**src/rtl/xlgmii_tx_frame_arbiter.sv**
```systemverilog
// Frame-atomic round-robin arbiter sharing one 128-bit AXI4-Stream TX path between
// NUM_SRC sources, with a 2-entry registered skid buffer and underrun detection.
module xlgmii_tx_frame_arbiter #(
  parameter int NUM_SRC   = 4,
  parameter int CNT_WIDTH = 16
) (
  input  logic                       clk,
  input  logic                       rst_n,
  input  logic                       enable,
  input  logic [NUM_SRC*128-1:0]     s_tdata,
  input  logic [NUM_SRC*16-1:0]      s_tkeep,
  input  logic [NUM_SRC-1:0]         s_tvalid,
  input  logic [NUM_SRC-1:0]         s_tlast,
  output logic [NUM_SRC-1:0]         s_tready,
  output logic [127:0]               m_tdata,
  output logic [15:0]                m_tkeep,
  output logic                       m_tvalid,
  output logic                       m_tlast,
  input  logic                       m_tready,
  output logic [$clog2(NUM_SRC)-1:0] grant_idx,
  output logic                       busy,
  output logic                       underrun,
  output logic [CNT_WIDTH-1:0]       frame_cnt,
  output logic [CNT_WIDTH-1:0]       underrun_cnt
);

  localparam int GW = $clog2(NUM_SRC);

  typedef enum logic [0:0] {
    ST_IDLE   = 1'b0,
    ST_LOCKED = 1'b1
  } state_t;

  state_t               r_state;
  logic [GW-1:0]        r_grant;
  logic                 r_started;
  logic                 r_underrun;
  logic [CNT_WIDTH-1:0] r_frame_cnt;
  logic [CNT_WIDTH-1:0] r_underrun_cnt;

  logic                 r_out_vld;
  logic [127:0]         r_out_data;
  logic [15:0]          r_out_keep;
  logic                 r_out_last;
  logic                 r_skd_vld;
  logic [127:0]         r_skd_data;
  logic [15:0]          r_skd_keep;
  logic                 r_skd_last;

  logic                 w_full;
  logic                 w_ready_g;
  logic                 w_sel_valid;
  logic                 w_sel_last;
  logic [127:0]         w_sel_data;
  logic [15:0]          w_sel_keep;
  logic                 w_accept;
  logic                 w_pop;
  logic                 w_gap;

  // Scanning downward lets the nearest requester after prev overwrite the others.
  function automatic logic [GW-1:0] rr_pick(input logic [GW-1:0] prev,
                                            input logic [NUM_SRC-1:0] req);
    logic [GW-1:0] pick;
    int            idx;
    pick = prev;
    for (int i = NUM_SRC; i >= 1; i--) begin
      idx = (int'(prev) + i) % NUM_SRC;
      if (req[idx]) pick = GW'(idx);
    end
    return pick;
  endfunction

  assign w_full      = r_out_vld & r_skd_vld;
  assign w_ready_g   = (r_state == ST_LOCKED) & ~w_full;
  assign w_sel_valid = s_tvalid[r_grant];
  assign w_sel_last  = s_tlast[r_grant];
  assign w_sel_data  = s_tdata[r_grant*128 +: 128];
  assign w_sel_keep  = s_tkeep[r_grant*16 +: 16];
  assign w_accept    = w_ready_g & w_sel_valid;
  assign w_pop       = r_out_vld & m_tready;
  assign w_gap       = w_ready_g & ~w_sel_valid & r_started;

  always_comb begin
    s_tready = '0;
    if (w_ready_g) begin
      s_tready[r_grant] = 1'b1;
    end else begin
      s_tready = '0;
    end
  end

  always_ff @(posedge clk or negedge rst_n) begin
    if (!rst_n) begin
      r_state   <= ST_IDLE;
      r_grant   <= GW'(NUM_SRC - 1);
      r_started <= 1'b0;
    end else begin
      case (r_state)
        ST_IDLE: begin
          if (enable && (|s_tvalid)) begin
            r_grant   <= rr_pick(r_grant, s_tvalid);
            r_state   <= ST_LOCKED;
            r_started <= 1'b0;
          end
        end
        ST_LOCKED: begin
          if (w_accept) begin
            if (w_sel_last) begin
              r_state   <= ST_IDLE;
              r_started <= 1'b0;
            end else begin
              r_started <= 1'b1;
            end
          end
        end
        default: begin
          r_state   <= ST_IDLE;
          r_started <= 1'b0;
        end
      endcase
    end
  end

  // Output register is the head entry; the skid entry only fills while the bridge stalls.
  always_ff @(posedge clk or negedge rst_n) begin
    if (!rst_n) begin
      r_out_vld  <= 1'b0;
      r_out_data <= 128'd0;
      r_out_keep <= 16'd0;
      r_out_last <= 1'b0;
      r_skd_vld  <= 1'b0;
      r_skd_data <= 128'd0;
      r_skd_keep <= 16'd0;
      r_skd_last <= 1'b0;
    end else begin
      if (!r_out_vld || w_pop) begin
        if (r_skd_vld) begin
          r_out_vld  <= 1'b1;
          r_out_data <= r_skd_data;
          r_out_keep <= r_skd_keep;
          r_out_last <= r_skd_last;
          r_skd_vld  <= 1'b0;
        end else begin
          r_out_vld <= w_accept;
          if (w_accept) begin
            r_out_data <= w_sel_data;
            r_out_keep <= w_sel_keep;
            r_out_last <= w_sel_last;
          end
        end
      end else if (w_accept) begin
        r_skd_vld  <= 1'b1;
        r_skd_data <= w_sel_data;
        r_skd_keep <= w_sel_keep;
        r_skd_last <= w_sel_last;
      end
    end
  end

  always_ff @(posedge clk or negedge rst_n) begin
    if (!rst_n) begin
      r_underrun     <= 1'b0;
      r_frame_cnt    <= '0;
      r_underrun_cnt <= '0;
    end else begin
      r_underrun <= w_gap;
      if (w_pop && r_out_last && (r_frame_cnt != {CNT_WIDTH{1'b1}})) begin
        r_frame_cnt <= r_frame_cnt + CNT_WIDTH'(1);
      end
      if (w_gap && (r_underrun_cnt != {CNT_WIDTH{1'b1}})) begin
        r_underrun_cnt <= r_underrun_cnt + CNT_WIDTH'(1);
      end
    end
  end

  assign m_tdata      = r_out_data;
  assign m_tkeep      = r_out_keep;
  assign m_tvalid     = r_out_vld;
  assign m_tlast      = r_out_last;
  assign grant_idx    = r_grant;
  assign busy         = (r_state == ST_LOCKED);
  assign underrun     = r_underrun;
  assign frame_cnt    = r_frame_cnt;
  assign underrun_cnt = r_underrun_cnt;

endmodule

```
**config.mk**
```make
export PLATFORM = sky130hd
export DESIGN_NAME = xlgmii_tx_frame_arbiter
export DESIGN_NICKNAME = d
export VERILOG_FILES = /design/src/rtl/xlgmii_tx_frame_arbiter.sv
export SDC_FILE = /design/constraint.sdc
export NUM_CORES = 1
export LEC_CHECK = 0
export CORE_AREA = 2 2 300 302
export DETAILED_ROUTE_END_ITERATION = 6
export DIE_AREA = 0 0 302 304
export PLACE_DENSITY = 0.49
export SKIP_LAST_GASP = 1
export SLEW_MARGIN = 10
export SYNTH_ARGS = -nofsm -noshare
export SYNTH_HDL_FRONTEND = slang
export SYNTH_SLANG_ARGS = --single-unit
export TNS_END_PERCENT = 20
```
**constraint.sdc**
```tcl
create_clock -name clk -period 3.6 [get_ports clk]
set_input_delay 0.72 -clock clk [delete_from_list [all_inputs] [get_ports clk]]
set_output_delay 0.72 -clock clk [all_outputs]
set_load 0.005 [all_outputs]
```
After elaboration in Yosys (flattened, before gate mapping)
Cells that the tools add are included.
{"block": "totals", "regBits": 329, "latch_bits": 0, "ramBits": 0, "rom_bits": 0, "input_bits": 588, "n_memories": 0}
{"block": "classes", "add_sub_neg": 6, "n_mul": 0, "n_div": 0, "n_lt_le_gt_ge": 6, "eq_ne": 4, "shifts": 2, "mux": 39, "bitwise_logic": 14, "reduce_logical": 19}
{"operator": "$shiftx A512 B10 Y128", "n": 1}
{"operator": "$mux W128", "n": 2}
{"operator": "$shiftx A64 B7 Y16", "n": 1}
{"operator": "$add A16 B1 Y16 const B", "n": 2}
{"operator": "$mux W16", "n": 2}
{"operator": "$ne A16 B16 Y1 const B", "n": 2}
{"operator": "$mux W1", "n": 21}
{"operator": "$lt A3 B4 Y1 const B", "n": 4}
{"operator": "$bmux W1 S2", "n": 6}
{"operator": "$mux W2", "n": 4}
{"operator": "$reduce_or A2 Y1", "n": 4}
{"operator": "$and A1 B1 Y1", "n": 6}
{"operator": "$reduce_and A2 Y1", "n": 3}
{"operator": "$logic_and A1 B1 Y1", "n": 5}
{"operator": "$add A2 B1 Y2 const B", "n": 2}
{"operator": "$add A2 B2 Y2 const B", "n": 2}
{"operator": "$and A1 B1 Y1 const A", "n": 4}
{"operator": "$mux W4", "n": 1}
{"operator": "$not A1 Y1", "n": 4}
{"operator": "$pmux W1 S2", "n": 2}
{"operator": "$reduce_bool A2 Y1", "n": 2}
{"operator": "$reduce_bool A4 Y1", "n": 1}
{"operator": "$reduce_or A4 Y1", "n": 1}
{"operator": "$lt A2 B3 Y1 const B", "n": 1}
{"operator": "7 further kinds", "n": 7}

Longest topological paths before layout
{"block": "depth", "ltp_word": 10, "mapped_depth": 8, "depth_no_buf": 6}

Worst setup path before layout
No wires, ideal clock.
{"block": "synth_path", "path_kind": "input to register", "start": "input port s_tvalid[3]", "end": "register r_skd_data[100]", "setup_time_ps": 127, "t_arrival_ps": 2381, "required_ps": 3473, "setup_slack_ps": 1092, "cell_stages": 8, "path_buffers": 4, "path_cell_list": "clkbuf_1 mux4_2 and2_1 buf_2 nand2_4 buf_6 buf_6 mux2_1"}
{"block": "synth_via", "elab_chain_len": 4}
{"element": "from (decl)", "line_no": "12", "source": "input logic [NUM_SRC-1:0] s_tvalid,"}
{"element": "$bmux W1 S2", "line_no": "75", "source": "assign w_sel_valid = s_tvalid[r_grant];"}
{"element": "$mux W1 (implied by the code)", "line_no": "75"}
{"element": "$and A1 B1 Y1", "line_no": "79", "source": "assign w_accept = w_ready_g & w_sel_valid;"}
{"element": "$reduce_and A2 Y1 (no line)"}
{"element": "to (signal assigned)", "line_no": "153", "source": "r_skd_data <= w_sel_data;"}
{"element": "to (decl)", "line_no": "46", "source": "logic [127:0] r_skd_data;"}
Every way passes these cells. The select of a mux whose other input is x is not followed.
A chain may end at the register's enable or synchronous reset.

Worst setup path in the final report
{"block": "layout_path", "start": "register r_state, in the netlist busy", "end": "output port s_tready[2]"}
{"block": "layout_via", "elab_chain_len": 2}
{"element": "from (decl)", "line_no": "34", "source": "state_t r_state;"}
{"element": "from (signal assigned)", "line_no": "94", "source": "r_state <= ST_IDLE;"}
{"element": "from (signal assigned)", "line_no": "102", "source": "r_state <= ST_LOCKED;"}
{"element": "from (signal assigned)", "line_no": "109", "source": "r_state <= ST_IDLE;"}
{"element": "$and A1 B1 Y1", "line_no": "74", "source": "assign w_ready_g = (r_state == ST_LOCKED) & ~w_full;"}
{"element": "$mux W4", "line_no": "85", "source": "if (w_ready_g) begin"}
{"element": "to (decl)", "line_no": "14", "source": "output logic [NUM_SRC-1:0] s_tready,"}
Every way passes these cells.

==> impl_results.md <==
- Worst R2R End: m_tdata[70]
- Endpoints failing setup: 0
- Worst Skew: between 0.015 and 0.02 ns
- Critical path's largest stage delay: about 0.60 ns
- Avg Cell Area, Syn: roughly 16 um2
- VDD IR-drop max: between 0.7 and 0.8 mV
- Num CTS Buffers: between 40 and 50
- Status: completed
- Layout area overhead: 59.1%
- Startpoint types: flop
- Reg-to-Reg Start: grant_idx[0]
- First drt pass iteration count: 5
- Synth Cell Area: about 18,000 um2
- CTS clock-pin slew for the worst setup and hold paths: 0.06 ns
- CP cell instances: a21boi_1 -> and2_1 -> clkdlybuf4s50_1
- Detailed-route DRC error count: 0
- Mapped Cells: approximately 1,200
- Global Route Usage Sum: about 14%
- Routed vias: approximately 13,000
- Via density: ~4.3
- Final period util: roughly nine tenths
- Cells on worst reg2reg path: 5
- Sink Count: about 330
- Most frequent cells in the layout: clkdlybuf4s50_1 (772), mux2_2 (389), dfrtp_1 (326)
- Synth Register Bits: approximately 330
- Vias in the first global route: approximately 15,000
- Max Used Layer: met4
- P_leak: 11.0 nW
- Crit Path Max Fanout: 6
- Ys flop type: dfrtp_1
- Sequential cell area fraction in the yosys report: a little under half
- CTS Hold Buffers Added: 0
- TNS Setup: 0 ns
- Routed Wire Length: between 60,000 and 70,000 um
- Slowest library cell on the worst path: a21boi_1
- Hold slack: 0.186 ns
- Synth Warn #: 0
- Final Max Slew Viols: 0
- Number of H-tree levels: 2
- Routed wl met3: 3460 um
- Core Region: 89,000 um2
- Number of flops mapped to enable cells by yosys: 0
- Post-CTS Resized: 0
- First-pass GRT wire length: roughly 96,000 um
- CTS Buffer Depth: 3
- Tmin final: around 3.2 ns
- Crit path DAT: approximately 2.5 ns
- GP Congestion: roughly 0.9
- Setup Fix Bufs, Post-CTS: 0
- Detail Route Antenna Nets: 0
- Power Dens Cells: 775 nW/um2
- # nets final: around 2,500
- Final HPWL DP: 50,300 um
- CP Capture Type: output pin
- Synth unique cells: 46
- # rows: 110
- Worst skew pair latency: 0.55 ns
- RSZ-0062 raised after global routing: false
- CP required: ~2.9 ns
- Critical Path Start: busy
- TritonCTS clock tree: done
- M1 WL: 26,000 um
- Post-synth ARST share: between 90% and 100%
- Reg2Reg Setup Slack: between 0.7 and 0.8 ns
- Width of the die: approximately 300 um
- Grt ovf: 0
- Root Driver: clkbuf_16
- Max-Cap Viols: 0
- Largest net degree at the start of global routing: 102
- Critical path class: reg -> out
- Die Y: roughly 300 um
- Initial antenna violation count: 3
- Leading area contributor after synthesis: dfrtp_1
- WL per Instance: 20.6 um
- Initial Util: roughly 20%
- Hold Path Class: in -> async
- Max-slew headroom: roughly 36%
- Die area: ~92,000 um2
- Port Buffers: 773
- Actual slew at the worst max-slew pin: 0.944 ns
- Metal2 WL: 33,400 um
- Mapped Nets: around 1,800
- Drt initial violations: ~530
- Most common cell after layout, fill and taps aside: clkdlybuf4s50_1
- I/O pin count: roughly 770
- Yosys top cell area share: 45.4%
- F_max: 0.315 GHz
- Final Hold Vio Count: 0
- Synth top area cells: dfrtp_1 (45%), mux2_2 (24%), mux4_2 (18%)
- Fraction of layout cells with a size suffix above 1: 33.5%
[worst max path at each step]
stage,endpoint,slack [ns]
6_report,s_tready[2],0.42
5_1_grt,s_tready[2],0.18
4_1_cts,s_tready[2],0.22
3_5_place_dp,r_skd_data[60],0.33
3_3_place_gp,r_skd_keep[11],0.41
2_1_floorplan,r_skd_data[100],1.09
[stage by stage]
step | util, % | instance area, um2 | setup WS, ns | std cells | power, mW
2_1_floorplan | - | 18000 | 1.09 | 1156 | 13.3
3_3_place_gp | 30.6 | 27300 | 0.406 | 3059 | 18.1
3_5_place_dp | 30.6 | 27300 | 0.325 | 3059 | 18.4
4_1_cts | 32.2 | 28700 | 0.216 | 3131 | 22.8
5_1_grt | 32.2 | 28700 | 0.179 | 3132 | 23.7
6_report | 32.2 | 28700 | 0.422 | 3133 | 22.2
[cell type report]
type / instances / area [um2]
clock buffer: 60 / 1250
fill: 8767 / 60400
timing repair buffer: 815 / 8230
clock inverter: 12 / 144
multi-input combinational: 731 / 9270
inverter: 8 / 30.0
tap: 1176 / 1470
antenna: 2 / 5.00
sequential: 329 / 8250
[registers in the layout, indices dropped and copies added (netlist names), 2 cells and up]
signal / count
frame_cnt: 16
underrun_cnt: 16
m_tdata: 128
m_tkeep: 16
r_skd_keep: 16
grant_idx: 2
r_skd_data: 128
[where the power goes]
| part | switching, mW | internal, mW | total [mW] |
|---|---|---|---|
| registers | 1.06 | 5.55 | 6.61 |
| clock network | 1.63 | 2.62 | 4.25 |
| logic | 4.42 | 6.93 | 11.3 |
[cell usage after synthesis (2+ instances only)]
library cell  instances
dfrtp_1             327
mux4_2              146
buf_6                12
nand3_1              13
o22ai_1               2
and2_1                5
mux2_1               52
nor2_1                9
buf_4                 9
buf_2                26
ha_1                  6
or3_1                 2
mux2_2              389
xnor2_1               6
o21ai_0               3
inv_1                 8
nor4_2                2
clkbuf_1             34
nor3_1               13
xor2_1               23
nand2_1              11
mux2i_1               5
nand4_1              11
nor3b_1               2
dfstp_2               2
buf_1                 7
and3_1                2
nor4_1               10
and4_1                2
[cells by family (layout without fill, tap and decap cells)]
| family | count (synthesis) | in the layout | share of synthesized area (%) |
|---|---|---|---|
| multiplexers | 592 | 592 | 46.1 |
| AO/OA/AOI/OAI | 14 | 14 | 0.577 |
| buffers and inverters | 96 | 895 | 2.87 |
| other | 0 | 2 | 0 |
| adder cells (fa/ha/maj) | 6 | 6 | 0.417 |
| XOR/XNOR | 29 | 29 | 1.41 |
| flip-flops | 329 | 329 | 45.7 |
| AND/OR/NAND/NOR | 90 | 90 | 2.90 |
[critical path: cells and delay by family, from the launching register on]
kind            cells  cell delay [ns]
simple gates        1             0.25
buf+inv             1             0.58
flops               1             0.48
compound gates      1             0.60
[per-layer routing]
| layer | vias to the layer above | track usage, % |
|---|---|---|
| li1 | 6007 | - |
| met3 | 83 | 2.75 |
| met5 | - | 0 |
| met2 | 414 | 24.6 |
| met1 | 6891 | 16.5 |
| met4 | 0 | 4.02 |
Power figures use the tool's default switching activity.
